File: config.mk
export PLATFORM = sky130hd
export DESIGN_NAME = uart_ctrl
export DESIGN_NICKNAME = d
export VERILOG_FILES = /design/src/rtl/uart_ctrl_pkg.sv /design/src/rtl/uart_ctrl_tx_seq.sv /design/src/rtl/uart_ctrl.sv
export SDC_FILE = /design/constraint.sdc
export NUM_CORES = 1
export LEC_CHECK = 0
export BUFFER_PORTS_ARGS = -buffer_cell sky130_fd_sc_hd__buf_4
export CAP_MARGIN = 5
export CELL_PAD_IN_SITES_DETAIL_PLACEMENT = 1
export CELL_PAD_IN_SITES_GLOBAL_PLACEMENT = 1
export CORE_MARGIN = 5
export CORE_UTILIZATION = 42
export DETAILED_ROUTE_END_ITERATION = 8
export PLACE_DENSITY_LB_ADDON = 0.15
export SLEW_MARGIN = 10
export SYNTH_ARGS = -nofsm -noshare
export SYNTH_HDL_FRONTEND = slang
export SYNTH_HIERARCHICAL = 1
export SYNTH_SLANG_ARGS = --single-unit
File: constraint.sdc
create_clock -name i_clk -period 1.9 [get_ports i_clk]
set_input_delay 0.095 -clock i_clk [delete_from_list [all_inputs] [get_ports i_clk]]
set_output_delay 0.095 -clock i_clk [all_outputs]
set_load 0.01 [all_outputs]
File: src/rtl/uart_ctrl_pkg.sv
// Shared definitions for the UART command/response controller.
//   rx_state_t          : RX assembly FSM encoding
//   tx_state_t          : TX byte sequencer encoding
//   OPND_FLAG_FROM_MSB  : distance of the "operand follows" flag from the byte MSB
//   opnd_flag_pos()     : absolute bit index of that flag for a given byte width
package uart_ctrl_pkg;

  typedef enum logic [1:0] {
    RX_IDLE = 2'd0,
    RX_OPND = 2'd1,
    RX_HOLD = 2'd2
  } rx_state_t;

  typedef enum logic [1:0] {
    TX_IDLE  = 2'd0,
    TX_START = 2'd1,
    TX_WAIT  = 2'd2
  } tx_state_t;

  localparam int OPND_FLAG_FROM_MSB = 0;

  function automatic int opnd_flag_pos(input int n_bits);
    return n_bits - 1 - OPND_FLAG_FROM_MSB;
  endfunction

endpackage

File: src/rtl/uart_ctrl_tx_seq.sv
// Response serializer: takes one response word and hands it to the UART
// transmitter one byte at a time, least-significant byte first.
//   i_clk, i_reset    : clock, async active-low reset
//   i_resp_valid/data : response word offer
//   o_resp_ready      : high only while idle
//   o_tx_start        : one-cycle pulse per byte
//   o_tx_data         : current byte, held until the next byte is launched
//   i_tx_done         : transmitter finished the current byte
//
// state    | meaning
// TX_IDLE  | waiting for a response word
// TX_START | o_tx_start is high for this single cycle
// TX_WAIT  | byte on the wire, waiting for i_tx_done
module uart_ctrl_tx_seq
  import uart_ctrl_pkg::*;
#(
  parameter int N_BITS     = 8,
  parameter int WORD_BYTES = 4
) (
  input  logic                         i_clk,
  input  logic                         i_reset,
  input  logic                         i_resp_valid,
  input  logic [N_BITS*WORD_BYTES-1:0] i_resp_data,
  output logic                         o_resp_ready,
  output logic                         o_tx_start,
  output logic [N_BITS-1:0]            o_tx_data,
  input  logic                         i_tx_done
);

  localparam int CNT_W = (WORD_BYTES > 1) ? $clog2(WORD_BYTES) : 1;
  localparam logic [CNT_W-1:0] LAST_IDX = CNT_W'(WORD_BYTES - 1);

  tx_state_t                   tx_state;
  logic [N_BITS*WORD_BYTES-1:0] word;
  logic [CNT_W-1:0]            idx;

  // The word is kept as a shift register: the low byte is always the next one
  // to send, so no byte-select mux is needed.
  always_ff @(posedge i_clk or negedge i_reset) begin
    if (!i_reset) begin
      tx_state     <= TX_IDLE;
      word         <= '0;
      idx          <= '0;
      o_resp_ready <= 1'b1;
      o_tx_start   <= 1'b0;
      o_tx_data    <= '0;
    end else begin
      o_tx_start <= 1'b0;
      case (tx_state)
        TX_IDLE: begin
          if (i_resp_valid) begin
            o_tx_data    <= i_resp_data[N_BITS-1:0];
            word         <= i_resp_data >> N_BITS;
            idx          <= '0;
            o_tx_start   <= 1'b1;
            o_resp_ready <= 1'b0;
            tx_state     <= TX_START;
          end
        end
        TX_START: tx_state <= TX_WAIT;
        TX_WAIT: begin
          if (i_tx_done) begin
            if (idx == LAST_IDX) begin
              o_resp_ready <= 1'b1;
              tx_state     <= TX_IDLE;
            end else begin
              o_tx_data  <= word[N_BITS-1:0];
              word       <= word >> N_BITS;
              idx        <= idx + 1'b1;
              o_tx_start <= 1'b1;
              tx_state   <= TX_START;
            end
          end
        end
        default: begin
          o_resp_ready <= 1'b1;
          tx_state     <= TX_IDLE;
        end
      endcase
    end
  end

endmodule

File: src/rtl/uart_ctrl.sv
// UART command/response controller.
// Receives a command byte (plus WORD_BYTES operand bytes when the command MSB
// is set), presents it on a valid/ready port, and serializes response words
// back out through the UART transmitter.
//   i_clk, i_reset         : clock, async active-low reset
//   i_rx_done/i_rx_data    : received byte strobe and data
//   o_tx_start/o_tx_data   : byte transmit request and data
//   i_tx_done              : byte transmit finished
//   o_cmd_valid/o_cmd/o_operand, i_cmd_ready : command handshake
//   i_resp_valid/i_resp_data, o_resp_ready    : response handshake
//   o_overrun              : sticky, a byte arrived while a command was pending
//   o_error                : one-cycle pulse on operand timeout abort
// Build option: define UART_CTRL_TIMEOUT_EN to abort a stalled operand after
// TIMEOUT_CYCLES idle cycles; otherwise operand reception waits forever.
//
// state   | meaning
// RX_IDLE | waiting for a command byte
// RX_OPND | collecting operand bytes, LSB first
// RX_HOLD | command presented, waiting for i_cmd_ready
module uart_ctrl
  import uart_ctrl_pkg::*;
#(
  parameter int N_BITS         = 8,
  parameter int WORD_BYTES     = 4,
  parameter int TIMEOUT_CYCLES = 500000
) (
  input  logic                         i_clk,
  input  logic                         i_reset,
  input  logic                         i_rx_done,
  input  logic [N_BITS-1:0]            i_rx_data,
  output logic                         o_tx_start,
  output logic [N_BITS-1:0]            o_tx_data,
  input  logic                         i_tx_done,
  output logic                         o_cmd_valid,
  output logic [N_BITS-1:0]            o_cmd,
  output logic [N_BITS*WORD_BYTES-1:0] o_operand,
  input  logic                         i_cmd_ready,
  input  logic                         i_resp_valid,
  input  logic [N_BITS*WORD_BYTES-1:0] i_resp_data,
  output logic                         o_resp_ready,
  output logic                         o_overrun,
  output logic                         o_error
);

  localparam int CNT_W    = (WORD_BYTES > 1) ? $clog2(WORD_BYTES) : 1;
  localparam int FLAG_BIT = opnd_flag_pos(N_BITS);
  localparam logic [CNT_W-1:0] LAST_CNT = CNT_W'(WORD_BYTES - 1);

  rx_state_t        rx_state;
  logic [CNT_W-1:0] byte_cnt;

`ifdef UART_CTRL_TIMEOUT_EN
  localparam int TMR_W = (TIMEOUT_CYCLES > 1) ? $clog2(TIMEOUT_CYCLES) : 1;
  localparam logic [TMR_W-1:0] TMR_LOAD = TMR_W'(TIMEOUT_CYCLES - 1);
  // Down-counter reloaded on entry to RX_OPND and on every operand byte;
  // hitting zero with no byte arriving means TIMEOUT_CYCLES silent cycles.
  logic [TMR_W-1:0] tmr;
`else
  // TIMEOUT_CYCLES only matters when the timeout is built in.
  logic unused_timeout_cfg;
  assign unused_timeout_cfg = (TIMEOUT_CYCLES > 0);
  assign o_error = 1'b0;
`endif

  always_ff @(posedge i_clk or negedge i_reset) begin
    if (!i_reset) begin
      rx_state    <= RX_IDLE;
      byte_cnt    <= '0;
      o_cmd       <= '0;
      o_operand   <= '0;
      o_cmd_valid <= 1'b0;
      o_overrun   <= 1'b0;
`ifdef UART_CTRL_TIMEOUT_EN
      tmr         <= '0;
      o_error     <= 1'b0;
`endif
    end else begin
`ifdef UART_CTRL_TIMEOUT_EN
      o_error <= 1'b0;
`endif
      case (rx_state)
        RX_IDLE: begin
          if (i_rx_done) begin
            o_cmd     <= i_rx_data;
            o_operand <= '0;
            byte_cnt  <= '0;
            if (i_rx_data[FLAG_BIT]) begin
              rx_state <= RX_OPND;
`ifdef UART_CTRL_TIMEOUT_EN
              tmr      <= TMR_LOAD;
`endif
            end else begin
              o_cmd_valid <= 1'b1;
              rx_state    <= RX_HOLD;
            end
          end
        end
        RX_OPND: begin
          if (i_rx_done) begin
            for (int k = 0; k < WORD_BYTES; k++) begin
              if (byte_cnt == CNT_W'(k)) o_operand[k*N_BITS +: N_BITS] <= i_rx_data;
            end
            if (byte_cnt == LAST_CNT) begin
              o_cmd_valid <= 1'b1;
              rx_state    <= RX_HOLD;
            end else begin
              byte_cnt <= byte_cnt + 1'b1;
            end
`ifdef UART_CTRL_TIMEOUT_EN
            tmr <= TMR_LOAD;
`endif
          end
`ifdef UART_CTRL_TIMEOUT_EN
          else if (tmr == '0) begin
            o_operand <= '0;
            o_error   <= 1'b1;
            rx_state  <= RX_IDLE;
          end else begin
            tmr <= tmr - 1'b1;
          end
`endif
        end
        RX_HOLD: begin
          // Command must stay stable until consumed, so late bytes are dropped.
          if (i_rx_done) o_overrun <= 1'b1;
          if (i_cmd_ready) begin
            o_cmd_valid <= 1'b0;
            rx_state    <= RX_IDLE;
          end
        end
        default: begin
          o_cmd_valid <= 1'b0;
          rx_state    <= RX_IDLE;
        end
      endcase
    end
  end

  uart_ctrl_tx_seq #(
    .N_BITS     (N_BITS),
    .WORD_BYTES (WORD_BYTES)
  ) u_tx_seq (
    .i_clk        (i_clk),
    .i_reset      (i_reset),
    .i_resp_valid (i_resp_valid),
    .i_resp_data  (i_resp_data),
    .o_resp_ready (o_resp_ready),
    .o_tx_start   (o_tx_start),
    .o_tx_data    (o_tx_data),
    .i_tx_done    (i_tx_done)
  );

endmodule

# == Word-level counts from Yosys, hierarchy flattened ==
# Index checks and enable logic that the tools add are counted.
# classes
addsub,2
bitwise,1
eq_ne,21
n_reduce_logical,17
n_mux,47
# ops
operator,n
2-to-1 mux 32 bit,5
case mux 32 bit (2 select lines),2
2-to-1 mux 8 bit,7
AND reduction 4 bit,8
2-to-1 mux 2 bit,13
"inequality test 2 bit, second input constant",12
case mux 8 bit (2 select lines),1
2-to-1 mux 1 bit,12
case mux 2 bit (3 select lines),2
"== test 2 bit, second input constant",5
case mux 2 bit (2 select lines),2
"== test 2 x 1 -> 1 bit, second input constant",3
zero test 2 bit,3
case mux 1 bit (3 select lines),2
AND reduction 2 bit,3
AND reduction 5 bit,1
"adder 2 x 1 -> 2 bit, second input constant",2
nonzero test 2 bit,2
"inequality test 2 x 1 -> 1 bit, second input constant",1
case mux 1 bit (2 select lines),1
inverter 1 bit,1
# totals
word_cells,103
regBits,92
output_inout_bits,53

# == Longest topological paths before layout ==
# Gate-level depths: netlist of run 1.
# logic_depth
word_depth,4
mapped_depth,5

# == Cells and area by module ==
# Netlist of run 1, hierarchy kept.
# by_module_without_submodules
module,seq_area_each_um2,area_per_inst_um2,cells_per_inst,n_inst
uart_ctrl_tx_seq,952.2,1988.2,135,1
uart_ctrl,1151.1,1919.3,182,1

# == Worst setup path after synthesis of run 1 ==
# No wires, ideal clock.
# synth_path
path_type,register to register
from,register u_tx_seq.idx[0]
to,register u_tx_seq.idx[0]
path_stages_with_launch,6
setup_slack_ps,202
n_path_buf,1
arrival_ps,1570
period_less_slack_ps,1698
path_cell_list,dfrtp_1 -> ha_1 -> nand3b_1 -> a21oi_4 -> buf_6 -> mux2_1
# synth_via
elab_chain_cells,4
word_cells_on_any_way,7
classes_between,1 x add/sub; 2 x eq/ne; 3 x mux; 1 x reduce/logical
# synth_lines
element,line,text
"start, declared",uart_ctrl_tx_seq.sv:35,logic [CNT_W-1:0] idx;
"start signal, assigned",uart_ctrl_tx_seq.sv:69,idx <= idx + 1'b1;
adder 2 x 1 -> 2 bit,uart_ctrl_tx_seq.sv:69,
2-to-1 mux 2 bit,uart_ctrl_tx_seq.sv:63,if (idx == LAST_IDX) begin
2-to-1 mux 2 bit,uart_ctrl_tx_seq.sv:62,if (i_tx_done) begin
case mux 2 bit (2 select lines),uart_ctrl_tx_seq.sv:49,case (tx_state)
# Parallel ways exist; a longest one is shown, timed or not. The select of a mux whose other input is x is not followed.
# A chain may end at the register's enable or synchronous reset.

# == Worst setup path in the final report of run 1 ==
# layout_path
from,register u_tx_seq.idx[0]
to,register u_tx_seq.word[12]
# layout_via
elab_chain_cells,3
# layout_lines
element,line,text
== test 2 bit,uart_ctrl_tx_seq.sv:63,
inequality test 2 bit (no source line),--,
AND reduction 4 bit (no source line),--,
"end signal, assigned",uart_ctrl_tx_seq.sv:53,word <= i_resp_data >> N_BITS;
"end signal, assigned",uart_ctrl_tx_seq.sv:68,word <= word >> N_BITS;
"end, declared",uart_ctrl_tx_seq.sv:34,logic [N_BITS*WORD_BYTES-1:0] word;
# No other way between the ends.

==> impl_metrics.prom, run 1 <==
# TYPE chip_impl_metric gauge
chip_impl_metric{name="postCtsSetupBuffers",unit=""} 0
chip_impl_metric{name="synth-async-reset-ratio",unit=""} 1.00
chip_impl_info{name="ys_dominant_reg_cell",value="sky130_fd_sc_hd__dfrtp_1"} 1
chip_impl_metric{name="syn_nets",unit=""} 368
chip_impl_metric{name="clock_sink_count",unit=""} 84
chip_impl_metric{name="grt_first_pass_wirelength",unit="mm"} 15.5
chip_impl_info{name="startpoint_type",value="flip-flop"} 1
chip_impl_metric{name="worstHoldPathCells",unit=""} 3
chip_impl_metric{name="grt_max_degree",unit=""} 47
chip_impl_metric{name="place.detailed.instances",unit=""} 515
chip_impl_metric{name="area.growth.synth_to_final",unit="%"} 27.3
chip_impl_metric{name="globalRoute.totalOverflow",unit=""} 0
chip_impl_metric{name="critical_path_cell_count",unit=""} 5
chip_impl_metric{name="power_leakage",unit="nW"} 2.42
chip_impl_metric{name="r2r.worst_path.cells",unit=""} 5
chip_impl_metric{name="slew_headroom",unit=""} 0.613
chip_impl_metric{name="critical_path_required",unit="ns"} 2.12
chip_impl_metric{name="bufs_and_invs_on_worst_path",unit=""} 1
chip_impl_metric{name="mappedNetlistArea",unit="um^2"} 3910
chip_impl_metric{name="detail_route.iter0.violations",unit=""} 70
chip_impl_metric{name="dieWidth",unit="um"} 106
chip_impl_metric{name="clock-skew-final",unit="ns"} 0.0148
chip_impl_metric{name="avgRoutedWirePerCell",unit="um"} 17.9
chip_impl_metric{name="count_of_different_cell_masters_after_synthesis",unit=""} 36
chip_impl_metric{name="die-area",unit="um^2"} 11300
chip_impl_metric{name="detailedRoute.firstPassIterationCount",unit=""} 4
chip_impl_metric{name="synth_warnings",unit=""} 6
chip_impl_metric{name="final_period_minus_worst_setup_slack",unit="ns"} 1.81
chip_impl_metric{name="cts.clk_slew.worst_paths",unit="ns"} 0.08
chip_impl_metric{name="number_of_global_route_vias_before_repair",unit=""} 3019
chip_impl_metric{name="cp_slowest_stage_delay",unit="ns"} 0.40
chip_impl_metric{name="via_per_inst",unit=""} 5.17
chip_impl_metric{name="synth-adder-area-share",unit=""} 0.0160
chip_impl_info{name="crit_path_top_delay_cell",value="sky130_fd_sc_hd__dfrtp_1"} 1
chip_impl_metric{name="clk_path_buf_depth",unit=""} 2
chip_impl_metric{name="tightest_slew",unit="ns"} 0.581
chip_impl_metric{name="synth-compound-area-share",unit=""} 0.103
chip_impl_metric{name="synth_simple_gate_area_frac",unit=""} 0.0708
chip_impl_metric{name="largest_fanout_on_the_critical_path",unit=""} 35
chip_impl_metric{name="post_synth.cell_area_avg",unit="um^2"} 12.3
chip_impl_metric{name="cap_viol_max_count",unit=""} 0
chip_impl_metric{name="ant_nets",unit=""} 0
chip_impl_metric{name="worst_skew_pair.late_latency",unit="ns"} 0.34
chip_impl_metric{name="std_cell_rows",unit=""} 35
chip_impl_metric{name="floorplan.io_pins",unit=""} 99
chip_impl_metric{name="finalSetupViolCount",unit=""} 0
chip_impl_info{name="synth.largest_area_cell",value="sky130_fd_sc_hd__dfrtp_1"} 1
chip_impl_metric{name="cts_buffers",unit=""} 9
chip_impl_metric{name="synth_edf_count",unit=""} 0
chip_impl_metric{name="post_cts.resized_instances",unit=""} 0
chip_impl_info{name="hold_class",value="input port to flip-flop"} 1
chip_impl_metric{name="share_of_cells_above_drive_strength_1",unit=""} 0.425
chip_impl_metric{name="fin_nets",unit=""} 470
chip_impl_metric{name="synth_mux_area_frac",unit=""} 0.224
chip_impl_metric{name="global_routing_usage_summed_across_all_routing_layers",unit=""} 0.171
chip_impl_metric{name="stdcell_area",unit="um^2"} 4970
chip_impl_metric{name="starting_density",unit=""} 0.427
chip_impl_metric{name="gp_congestion",unit=""} 0.737
chip_impl_info{name="cp_top_family",value="flip-flops"} 1
chip_impl_info{name="synth.top_cells.by_area",value="sky130_fd_sc_hd__dfrtp_1, sky130_fd_sc_hd__mux2_4, sky130_fd_sc_hd__o21ai_0"} 1
chip_impl_metric{name="placement.io_buffers",unit=""} 97
chip_impl_metric{name="cp.arrival",unit="ns"} 2.03
chip_impl_info{name="grt_setup_unrepaired",value="false"} 1
chip_impl_metric{name="final-instance-count-excl-fill",unit=""} 535
chip_impl_metric{name="fmax",unit="GHz"} 0.553
chip_impl_info{name="clockRootBuffer",value="sky130_fd_sc_hd__clkbuf_8"} 1
chip_impl_metric{name="netlist_instances",unit=""} 317
chip_impl_metric{name="synth_sequential_area_ratio",unit=""} 0.538
chip_impl_metric{name="final_hold_vio_count",unit=""} 0
chip_impl_metric{name="setup_total_negative_slack",unit="ns"} 0
chip_impl_metric{name="floorplan.die.height",unit="um"} 106
chip_impl_metric{name="wirelength",unit="mm"} 9.58
chip_impl_metric{name="dp_hpwl",unit="mm"} 6.85
chip_impl_metric{name="dpl-instance-area",unit="um^2"} 4720
chip_impl_metric{name="post-route-drc-count",unit=""} 0
chip_impl_metric{name="synthXorXnorAreaFrac",unit=""} 0
chip_impl_metric{name="vdd_ir_drop_max",unit="mV"} 0.606
chip_impl_info{name="status",value="completed"} 1
chip_impl_info{name="layout_commonest_cell",value="sky130_fd_sc_hd__buf_4"} 1
chip_impl_info{name="criticalPathCategory",value="flip-flop to flip-flop"} 1
chip_impl_metric{name="route.vias.total",unit=""} 2767
chip_impl_metric{name="synthDominantCellAreaShare",unit=""} 0.532
chip_impl_metric{name="finalPower",unit="mW"} 7.61
chip_impl_metric{name="yosys_register_bits",unit=""} 84
chip_impl_info{name="endpoint_kind",value="flip-flop"} 1
chip_impl_metric{name="grt_antenna_before_repair",unit=""} 0
chip_impl_info{name="cts_tree",value="yes"} 1
chip_impl_metric{name="total_power_density_per_cell_area",unit="nW/um^2"} 1530
chip_impl_metric{name="insertedDiodeCount",unit=""} 0
chip_impl_metric{name="fp.coreArea",unit="um^2"} 9150
chip_impl_info{name="synth_top_family_by_area",value="multiplexers"} 1
chip_impl_metric{name="final.period_utilization",unit=""} 0.952
chip_impl_metric{name="timing_max_transition_violations_final",unit=""} 0
chip_impl_metric{name="cts_max_level",unit=""} 3
chip_impl_info{name="path_cells",value="ha_1 > nand3b_1 > a21oi_4 > buf_12 > mux2_2"} 1
chip_impl_info{name="leading_cell_types_in_the_layout_fill_and_taps_excluded",value="sky130_fd_sc_hd__buf_4, sky130_fd_sc_hd__dfrtp_1, sky130_fd_sc_hd__o21ai_0"} 1
-- Yosys cell counts (all sizes together) (2+ instances only) --
cell type / number
nor2b: 5
clkbuf: 5
o21ai: 69
ha: 5
nand3: 2
nand2: 31
nor2: 6
nand2b: 3
and2b: 3
a21o: 2
dfrtp: 83
mux2: 57
buf: 11
mux2i: 9
inv: 12
a21oi: 3
nor3: 3
-- timing repair --
| action | 4_1_cts | 5_1_grt |
|---|---|---|
| endpoints found under the setup margin | 0 | 0 |
| hold buffers | 4 | 0 |
| endpoints found under the hold margin | 40 | 0 |
-- power breakdown --
group	switching [mW]	internal, mW	leakage (nW)	total, mW
registers	0.475	2.50	1.06	2.97
logic	1.48	1.82	1.25	3.30
clock network	0.652	0.683	0.106	1.33
-- layer usage --
metal,vias up,track usage,share of wire
met5,-,0,0
met4,0,0.0466,0.013
met3,9,0.0322,0.048
met2,67,0.278,0.48
met1,1401,0.235,0.46
li1,1290,-,-
-- path summary, 6_finish.rpt --
| path | from | end | slack [ns] |
|---|---|---|---|
| max in group asynchronous | i_reset | u_tx_seq/word[20]$_DFFE_PN0P_ | 1.01 |
| min in group asynchronous | i_reset | o_operand[26]$_DFFE_PN0P_ | 0.26 |
| max | u_tx_seq/idx[0]$_DFFE_PN0P_ | u_tx_seq/word[12]$_DFFE_PN0P_ | 0.09 |
| min reg2reg | o_overrun$_DFFE_PN0P_ | o_overrun$_DFFE_PN0P_ | 0.47 |
| min | i_resp_data[29] | u_tx_seq/word[21]$_DFFE_PN0P_ | 0.01 |
| max reg2reg | u_tx_seq/idx[0]$_DFFE_PN0P_ | u_tx_seq/word[12]$_DFFE_PN0P_ | 0.09 |
-- state kept, by name, indices dropped and copies added, names as in the netlist --
register	cells
u_tx_seq/o_resp_ready	1
byte_cnt	2
u_tx_seq/tx_state	2
o_overrun	1
o_cmd	8
rx_state	2
o_cmd_valid	1
u_tx_seq/word	24
o_operand	32
u_tx_seq/o_tx_start	1
u_tx_seq/idx	2
u_tx_seq/o_tx_data	8
-- area by class of cell --
| cell class | instances | area, um^2 |
|---|---|---|
| Timing Repair Buffer | 107 | 851 |
| Inverter | 12 | 45.0 |
| Clock buffer | 11 | 151 |
| Tap cell | 111 | 139 |
| Clock inverter | 5 | 60.1 |
| Sequential cell | 84 | 2100 |
| Fill cell | 1002 | 4180 |
| Multi-Input combinational cell | 205 | 1620 |
-- per-stage QoR --
stage / setup WS [ns] / util / hold WS [ns]
final: 0.0909 / 0.543 / 0.0101
after global placement: 0.155 / 0.516 / 0.111
after CTS: 0.107 / 0.543 / 0.000602
after detailed placement: 0.111 / 0.516 / 0.104
after global routing: 0.0305 / 0.543 / 0.000389
after floorplan: 0.202 / - / -0.201
-- kinds of logic (layout without fill, tap and decap cells) --
kind of cell / Yosys count / in the layout
compound gates: 76 / 76
fa+ha+maj: 5 / 5
buf+inv: 28 / 135
flops: 84 / 84
mux: 66 / 66
other cells: 1 / 1
simple gates: 57 / 57
-- worst register-to-register path, stage by stage (launching register included) --
cell	delay (ns)
sky130_fd_sc_hd__dfrtp_1	0.40
sky130_fd_sc_hd__ha_1	0.21
sky130_fd_sc_hd__nand3b_1	0.23
sky130_fd_sc_hd__a21oi_4	0.20
sky130_fd_sc_hd__buf_12	0.26
sky130_fd_sc_hd__mux2_2	0.40
(Power assumes the default switching activity.)
==> run 2: changes to the inputs <==
--- a/config.mk
+++ b/config.mk
@@ -5,12 +5,13 @@
 export SDC_FILE = /design/constraint.sdc
 export NUM_CORES = 1
 export LEC_CHECK = 0
+export ABC_AREA = 1
 export BUFFER_PORTS_ARGS = -buffer_cell sky130_fd_sc_hd__buf_4
 export CAP_MARGIN = 5
 export CELL_PAD_IN_SITES_DETAIL_PLACEMENT = 1
 export CELL_PAD_IN_SITES_GLOBAL_PLACEMENT = 1
 export CORE_MARGIN = 5
-export CORE_UTILIZATION = 42
+export CORE_UTILIZATION = 38
 export DETAILED_ROUTE_END_ITERATION = 8
 export PLACE_DENSITY_LB_ADDON = 0.15
 export SLEW_MARGIN = 10
==> run 2 against run 1 <==
Global-route usage grew 1.5 points. Critical endpoint is now u_tx_seq/word[22]$_DFFE_PN0P_. Area after synthesis down 2.9%. First-iteration DRC count up 60%. Worst setup slack better by 0.23 ns. Wire length rose by 9.8%. Flip-flop and latch count unchanged.
==> impl_metrics.prom, run 2 <==
# TYPE chip_impl_metric gauge
chip_impl_metric{name="critical_path_required",unit="ns"} 2.13
chip_impl_metric{name="grt_max_degree",unit=""} 50
chip_impl_metric{name="synth_simple_gate_area_frac",unit=""} 0.259
chip_impl_info{name="synth_top_family_by_area",value="simple AND/OR/NAND/NOR gates"} 1
chip_impl_metric{name="largest_fanout_on_the_critical_path",unit=""} 31
chip_impl_metric{name="dieWidth",unit="um"} 110
chip_impl_metric{name="total_power_density_per_cell_area",unit="nW/um^2"} 1520
chip_impl_metric{name="number_of_global_route_vias_before_repair",unit=""} 3458
chip_impl_metric{name="synthXorXnorAreaFrac",unit=""} 0
chip_impl_metric{name="grt_antenna_before_repair",unit=""} 0
chip_impl_metric{name="starting_density",unit=""} 0.388
chip_impl_info{name="reg.largest.list",value="o_operand (32), u_tx_seq/word (24)"} 1
chip_impl_info{name="cts_tree",value="yes"} 1
chip_impl_metric{name="share_of_cells_above_drive_strength_1",unit=""} 0.242
chip_impl_metric{name="detailedRoute.firstPassIterationCount",unit=""} 4
chip_impl_info{name="path_cells",value="ha_1 > nor2_1 > nand2_2 > nand2_4 > inv_4 > nand2_1 > nand2_1"} 1
chip_impl_metric{name="cp.arrival",unit="ns"} 1.81
chip_impl_info{name="cp_top_family",value="simple AND/OR/NAND/NOR gates"} 1
chip_impl_metric{name="bufs_and_invs_on_worst_path",unit=""} 1
chip_impl_info{name="clockRootBuffer",value="sky130_fd_sc_hd__clkbuf_8"} 1
chip_impl_metric{name="via_per_inst",unit=""} 4.77
chip_impl_metric{name="fin_nets",unit=""} 616
chip_impl_metric{name="synth_sequential_area_ratio",unit=""} 0.554
chip_impl_metric{name="route.vias.total",unit=""} 3355
chip_impl_info{name="grt_setup_unrepaired",value="false"} 1
chip_impl_metric{name="post_cts.resized_instances",unit=""} 0
chip_impl_metric{name="clk_path_buf_depth",unit=""} 2
chip_impl_metric{name="cp_slowest_stage_delay",unit="ns"} 0.41
chip_impl_metric{name="timing.hold.ws",unit="ns"} 0.0423
chip_impl_info{name="criticalPathCategory",value="flip-flop to flip-flop"} 1
chip_impl_metric{name="worstHoldPathCells",unit=""} 3
chip_impl_metric{name="postCtsSetupBuffers",unit=""} 0
chip_impl_metric{name="area.growth.synth_to_final",unit="%"} 29.0
chip_impl_metric{name="synthDominantCellAreaShare",unit=""} 0.547
chip_impl_metric{name="post_synth.cell_area_avg",unit="um^2"} 8.25
chip_impl_metric{name="syn_nets",unit=""} 511
chip_impl_metric{name="global_routing_usage_summed_across_all_routing_layers",unit=""} 0.185
chip_impl_metric{name="fmax",unit="GHz"} 0.635
chip_impl_metric{name="worst_skew_pair.late_latency",unit="ns"} 0.35
chip_impl_metric{name="synth-async-reset-ratio",unit=""} 1.00
chip_impl_metric{name="finalPower",unit="mW"} 7.46
chip_impl_info{name="synthTopCellsByCount",value="sky130_fd_sc_hd__nand2_1, sky130_fd_sc_hd__dfrtp_1, sky130_fd_sc_hd__o21ai_0"} 1
chip_impl_metric{name="detail_route.iter0.violations",unit=""} 112
chip_impl_metric{name="clock-skew-final",unit="ns"} 0.0112
chip_impl_metric{name="synth_warnings",unit=""} 6
chip_impl_metric{name="setup_total_negative_slack",unit="ns"} 0
chip_impl_metric{name="final_hold_vio_count",unit=""} 0
chip_impl_metric{name="floorplan.die.height",unit="um"} 110
chip_impl_metric{name="cap_viol_max_count",unit=""} 0
chip_impl_metric{name="critical_path_cell_count",unit=""} 7
chip_impl_metric{name="ant_nets",unit=""} 0
chip_impl_metric{name="cts.clk_slew.worst_paths",unit="ns"} 0.09
chip_impl_info{name="hold_class",value="input port to flip-flop"} 1
chip_impl_metric{name="final_period_minus_worst_setup_slack",unit="ns"} 1.57
chip_impl_metric{name="synth-compound-area-share",unit=""} 0.0920
chip_impl_metric{name="floorplan.io_pins",unit=""} 99
chip_impl_metric{name="fp.coreArea",unit="um^2"} 9770
chip_impl_metric{name="tightest_slew",unit="ns"} 0.521
chip_impl_metric{name="synth_edf_count",unit=""} 0
chip_impl_metric{name="synth-adder-area-share",unit=""} 0.0165
chip_impl_metric{name="vdd_ir_drop_max",unit="mV"} 0.747
chip_impl_info{name="synth.top_cells.by_area",value="sky130_fd_sc_hd__dfrtp_1, sky130_fd_sc_hd__nand2_1, sky130_fd_sc_hd__o21ai_0"} 1
chip_impl_metric{name="gp_congestion",unit=""} 0.794
chip_impl_metric{name="placement.io_buffers",unit=""} 97
chip_impl_metric{name="globalRoute.totalOverflow",unit=""} 0
chip_impl_metric{name="avgRoutedWirePerCell",unit="um"} 15.0
chip_impl_info{name="critical_path_s_most_frequent_cell",value="sky130_fd_sc_hd__nand2_1"} 1
chip_impl_metric{name="synth_mux_area_frac",unit=""} 0
chip_impl_metric{name="die-area",unit="um^2"} 12100
chip_impl_metric{name="finalSetupViolCount",unit=""} 0
chip_impl_info{name="ys_dominant_reg_cell",value="sky130_fd_sc_hd__dfrtp_1"} 1
chip_impl_metric{name="netlist_instances",unit=""} 460
chip_impl_metric{name="count_of_different_cell_masters_after_synthesis",unit=""} 23
chip_impl_metric{name="largest_register_ffs",unit=""} 32
chip_impl_metric{name="final.period_utilization",unit=""} 0.829
chip_impl_metric{name="insertedDiodeCount",unit=""} 0
chip_impl_metric{name="std_cell_rows",unit=""} 36
chip_impl_info{name="synth.largest_area_cell",value="sky130_fd_sc_hd__dfrtp_1"} 1
chip_impl_metric{name="grt_first_pass_wirelength",unit="mm"} 17.4
chip_impl_metric{name="mappedNetlistArea",unit="um^2"} 3790
chip_impl_metric{name="yosys_register_bits",unit=""} 84
chip_impl_metric{name="stdcell_area",unit="um^2"} 4890
chip_impl_metric{name="dp_hpwl",unit="mm"} 7.68
chip_impl_metric{name="slew_headroom",unit=""} 0.652
chip_impl_info{name="largest_register",value="o_operand"} 1
chip_impl_info{name="endpoint_kind",value="flip-flop"} 1
chip_impl_metric{name="dpl-instance-area",unit="um^2"} 4620
chip_impl_metric{name="post-route-drc-count",unit=""} 0
chip_impl_info{name="leading_cell_types_in_the_layout_fill_and_taps_excluded",value="sky130_fd_sc_hd__nand2_1, sky130_fd_sc_hd__buf_4, sky130_fd_sc_hd__dfrtp_1"} 1
chip_impl_info{name="crit_path_top_delay_cell",value="sky130_fd_sc_hd__dfrtp_1"} 1
chip_impl_metric{name="cts_max_level",unit=""} 3
chip_impl_metric{name="r2r.worst_path.cells",unit=""} 7
chip_impl_info{name="post-synth-top-count-cell",value="sky130_fd_sc_hd__nand2_1"} 1
chip_impl_metric{name="timing_max_transition_violations_final",unit=""} 0
chip_impl_metric{name="power_leakage",unit="nW"} 2.72
chip_impl_metric{name="post_cts_hold_buffer_count",unit=""} 9
chip_impl_metric{name="wirelength",unit="mm"} 10.5
chip_impl_info{name="status",value="completed"} 1
chip_impl_info{name="startpoint_type",value="flip-flop"} 1
chip_impl_metric{name="utilization",unit=""} 0.501
chip_impl_metric{name="cts_buffers",unit=""} 9
chip_impl_info{name="layout_commonest_cell",value="sky130_fd_sc_hd__nand2_1"} 1
chip_impl_metric{name="clock_sink_count",unit=""} 84
-- run 2: cell count changes after synthesis, sizes merged, moves of 5 or more --
cell,delta
nor2,+14
inv,+30
nand2,+174
mux2i,-9
nand3,+14
nor2b,-5
mux2,-57
-- run 2: logic make-up (layout without fill, tap and decap cells) --
| family | count (synthesis) | after routing |
|---|---|---|
| AND/OR/NAND/NOR | 243 | 243 |
| flip-flops | 84 | 84 |
| AO/OA/AOI/OAI | 69 | 69 |
| buffers and inverters | 58 | 168 |
| adder cells (fa/ha/maj) | 5 | 5 |
| other | 1 | 1 |
-- run 2: final timing paths --
check / from / endpoint / slack, ns
worst max-delay path: u_tx_seq/idx[0]$_DFFE_PN0P_ / u_tx_seq/word[22]$_DFFE_PN0P_ / 0.33
worst min-delay path: i_rx_data[3] / o_cmd[3]$_DFFE_PN0P_ / 0.04
worst max register to register: u_tx_seq/idx[0]$_DFFE_PN0P_ / u_tx_seq/word[22]$_DFFE_PN0P_ / 0.33
worst min register to register: u_tx_seq/o_tx_data[0]$_DFFE_PN0P_ / u_tx_seq/o_tx_data[0]$_DFFE_PN0P_ / 0.47
max in group asynchronous: i_reset / u_tx_seq/word[8]$_DFFE_PN0P_ / 1.12
min in group asynchronous: i_reset / o_operand[1]$_DFFE_PN0P_ / 0.18
-- run 2: cell type report --
cell class	instances	area (um^2)
Clock inverter	5	55.1
Timing Repair Buffer	110	873
Inverter	42	165
Multi-Input combinational cell	318	1400
Sequential cell	84	2100
Tap cell	133	166
Fill cell	1224	4880
Clock buffer	11	131
-- run 2: stage by stage --
step | std cells | setup slack [ns]
3_3_place_gp | 678 | 0.391
6_report | 703 | 0.326
4_1_cts | 703 | 0.301
2_1_floorplan | 460 | 0.643
3_5_place_dp | 678 | 0.324
5_1_grt | 703 | 0.165
-- run 2: metal layers --
layer	vias up	share of wire	global-route usage
met3	11	0.049	0.0411
met4	0	0.012	0.0534
met5	-	0	0
met2	75	0.47	0.298
li1	1641	-	-
met1	1628	0.47	0.251
-- run 2: power by group --
group	leakage (nW)	total, mW	internal [mW]	switching, mW
combinational	1.54	3.23	1.26	1.98
clock	0.0893	1.25	0.605	0.650
sequential	1.08	2.97	2.55	0.424
total	2.72	7.46	4.41	3.05
-- run 2: worst min-delay path, stage by stage --
cell                      delay, ns
sky130_fd_sc_hd__buf_4         0.11
sky130_fd_sc_hd__inv_1         0.06
sky130_fd_sc_hd__o21ai_0       0.08
==> run 3: changes to the inputs <==
==> constraint.sdc (replaced) <==
create_clock -name i_clk -period 1.6 [get_ports i_clk]
set_input_delay 0.08 -clock i_clk [delete_from_list [all_inputs] [get_ports i_clk]]
set_output_delay 0.08 -clock i_clk [all_outputs]
set_load 0.01 [all_outputs]
==> run 3 against run 2 <==
Clock power up 10%. Total power grew 19%. Highest routed layer unchanged. Combinational power rose by 24%. Die area stayed put. Sequential share of layout area down 0.68 points. Non-clock buffer count grew 10. Clock skew down 0.00084 ns. Hold slack got worse by 0.022 ns. Global-route usage shrank 0.43 points.
==> impl_metrics.prom, run 3 (synthesis gave the netlist of run 2 again) <==
# TYPE chip_impl_metric gauge
chip_impl_metric{name="bufs_and_invs_on_worst_path",unit=""} 1
chip_impl_info{name="grt_setup_unrepaired",value="false"} 1
chip_impl_metric{name="multiInputGateArea",unit="um^2"} 1410
chip_impl_info{name="status",value="completed"} 1
chip_impl_metric{name="postCtsSetupBuffers",unit=""} 0
chip_impl_metric{name="ant_nets",unit=""} 0
chip_impl_metric{name="detail_route.iter0.violations",unit=""} 92
chip_impl_metric{name="cap_viol_max_count",unit=""} 0
chip_impl_info{name="endpoint_kind",value="flip-flop"} 1
chip_impl_metric{name="cp_slowest_stage_delay",unit="ns"} 0.39
chip_impl_metric{name="floorplan.die.height",unit="um"} 110
chip_impl_metric{name="globalRoute.totalOverflow",unit=""} 0
chip_impl_metric{name="cts.clk_slew.worst_paths",unit="ns"} 0.08
chip_impl_metric{name="global_routing_usage_summed_across_all_routing_layers",unit=""} 0.181
chip_impl_metric{name="wirelength",unit="mm"} 10.3
chip_impl_metric{name="starting_density",unit=""} 0.388
chip_impl_metric{name="number_of_global_route_vias_before_repair",unit=""} 3447
chip_impl_metric{name="dp_hpwl",unit="mm"} 7.56
chip_impl_metric{name="total_power_density_per_cell_area",unit="nW/um^2"} 1790
chip_impl_metric{name="route.vias.total",unit=""} 3383
chip_impl_metric{name="dieWidth",unit="um"} 110
chip_impl_metric{name="final-seq-area",unit="um^2"} 2100
chip_impl_metric{name="gp_congestion",unit=""} 0.754
chip_impl_info{name="startpoint_type",value="flip-flop"} 1
chip_impl_metric{name="avgRoutedWirePerCell",unit="um"} 14.4
chip_impl_info{name="hold_class",value="input port to flip-flop"} 1
chip_impl_metric{name="critical_path_required",unit="ns"} 1.84
chip_impl_metric{name="area.growth.synth_to_final",unit="%"} 31.1
chip_impl_metric{name="clock_sink_count",unit=""} 84
chip_impl_info{name="cp_top_family",value="simple AND/OR/NAND/NOR gates"} 1
chip_impl_metric{name="placement.io_buffers",unit=""} 97
chip_impl_metric{name="finalSetupViolCount",unit=""} 0
chip_impl_metric{name="final_period_minus_worst_setup_slack",unit="ns"} 1.47
chip_impl_info{name="path_cells",value="inv_1 > ha_1 > nor2_2 > nor2_2 > nand2_1 > nand2_1"} 1
chip_impl_info{name="clockRootBuffer",value="sky130_fd_sc_hd__clkbuf_8"} 1
chip_impl_metric{name="largest_fanout_on_the_critical_path",unit=""} 9
chip_impl_metric{name="std_cell_rows",unit=""} 36
chip_impl_info{name="reg.largest.list",value="o_operand (32), u_tx_seq/word (24)"} 1
chip_impl_metric{name="cts_buffers",unit=""} 9
chip_impl_metric{name="share_of_cells_above_drive_strength_1",unit=""} 0.254
chip_impl_metric{name="floorplan.io_pins",unit=""} 99
chip_impl_metric{name="grt_max_degree",unit=""} 34
chip_impl_metric{name="utilization",unit=""} 0.509
chip_impl_metric{name="insertedDiodeCount",unit=""} 0
chip_impl_metric{name="vdd_ir_drop_max",unit="mV"} 0.876
chip_impl_metric{name="die-area",unit="um^2"} 12100
chip_impl_info{name="largest_register",value="o_operand"} 1
chip_impl_metric{name="power_leakage",unit="nW"} 2.77
chip_impl_metric{name="post-route-drc-count",unit=""} 0
chip_impl_metric{name="via_per_inst",unit=""} 4.75
chip_impl_info{name="layout_commonest_cell",value="sky130_fd_sc_hd__nand2_1"} 1
chip_impl_metric{name="grt_antenna_before_repair",unit=""} 0
chip_impl_metric{name="clock-skew-final",unit="ns"} 0.0104
chip_impl_info{name="cts_tree",value="yes"} 1
chip_impl_info{name="criticalPathCategory",value="flip-flop to flip-flop"} 1
chip_impl_metric{name="fmax",unit="GHz"} 0.681
chip_impl_metric{name="clk_path_buf_depth",unit=""} 2
chip_impl_metric{name="fin_nets",unit=""} 626
chip_impl_metric{name="detailedRoute.firstPassIterationCount",unit=""} 4
chip_impl_info{name="crit_path_top_delay_cell",value="sky130_fd_sc_hd__dfrtp_1"} 1
chip_impl_metric{name="worst_skew_pair.late_latency",unit="ns"} 0.35
chip_impl_metric{name="timing_max_transition_violations_final",unit=""} 0
chip_impl_metric{name="setup_total_negative_slack",unit="ns"} 0
chip_impl_metric{name="final.period_utilization",unit=""} 0.918
chip_impl_metric{name="grt_first_pass_wirelength",unit="mm"} 16.9
chip_impl_metric{name="cp.arrival",unit="ns"} 1.70
chip_impl_metric{name="num-fill-cells",unit=""} 1243
chip_impl_metric{name="final_hold_vio_count",unit=""} 0
chip_impl_metric{name="cts_max_level",unit=""} 3
chip_impl_metric{name="fp.coreArea",unit="um^2"} 9770
chip_impl_info{name="leading_cell_types_in_the_layout_fill_and_taps_excluded",value="sky130_fd_sc_hd__nand2_1, sky130_fd_sc_hd__buf_4, sky130_fd_sc_hd__dfrtp_1"} 1
chip_impl_metric{name="largest_register_ffs",unit=""} 32
==> run 3: final cells by class <==
type                       instances  area share
sequential                        84       0.423
multi-input combinational        318       0.283
timing repair buffer             120       0.193
tap                              133      0.0335
inverter                          42      0.0332
clock buffer                      13      0.0319
clock inverter                     2     0.00201
==> run 3: path summary, 6_finish.rpt <==
kind	from	cells past startpoint	end	slack, ns
worst min-delay path	i_rx_data[3]	3	o_cmd[3]$_DFFE_PN0P_	0.02
max in group asynchronous	i_reset	3	u_tx_seq/o_tx_data[2]$_DFFE_PN0P_	0.87
worst max register to register	byte_cnt[0]$_DFFE_PN0P_	6	o_operand[3]$_DFFE_PN0P_	0.13
worst min register to register	u_tx_seq/o_tx_data[4]$_DFFE_PN0P_	2	u_tx_seq/o_tx_data[4]$_DFFE_PN0P_	0.47
min in group asynchronous	i_reset	2	o_operand[8]$_DFFE_PN0P_	0.21
worst max-delay path	byte_cnt[0]$_DFFE_PN0P_	6	o_operand[3]$_DFFE_PN0P_	0.13
==> run 3: repair_timing <==
action	CTS	global route
gates resized for setup	0	1
hold endpoints to repair	37	0
endpoints found under the setup margin	0	1
hold buffers	9	0
==> run 3: through the flow <==
step | hold WS, ns | total power [mW] | instance area [um^2] | setup slack (ns) | cells
2_1_floorplan | -0.216 | 5.87 | 3790 | 0.343 | 460
3_3_place_gp | 0.0545 | 7.41 | 4710 | 0.213 | 688
3_5_place_dp | 0.0558 | 7.56 | 4710 | 0.142 | 688
4_1_cts | 0.0000934 | 8.99 | 4960 | 0.113 | 712
5_1_grt | 0.0195 | 9.67 | 4970 | 0.00222 | 712
6_report | 0.0198 | 8.91 | 4970 | 0.132 | 712
==> run 3: power breakdown <==
group | internal [mW] | total [mW] | leakage [nW] | switching (mW)
Clock | 0.638 | 1.38 | 0.0893 | 0.742
Combinational | 1.62 | 4.01 | 1.60 | 2.39
Sequential | 3.03 | 3.52 | 1.08 | 0.489
==> run 3: worst register-to-register path, delay by kind of cell (launching register included) <==
kind | cells | cell delay (ns)
and+or+nand+nor | 4 | 0.65
DFF | 1 | 0.39
adders and majority gates | 1 | 0.21
buffers and inverters | 1 | 0.10
==> run 3: layer usage <==
metal / vias up / routed length, um / global-route usage
li1: 1664 / - / -
met2: 80 / 4570 / 0.274
met4: 0 / 134 / 0.0597
met3: 10 / 503 / 0.0352
met1: 1629 / 5080 / 0.259
met5: - / 0 / 0
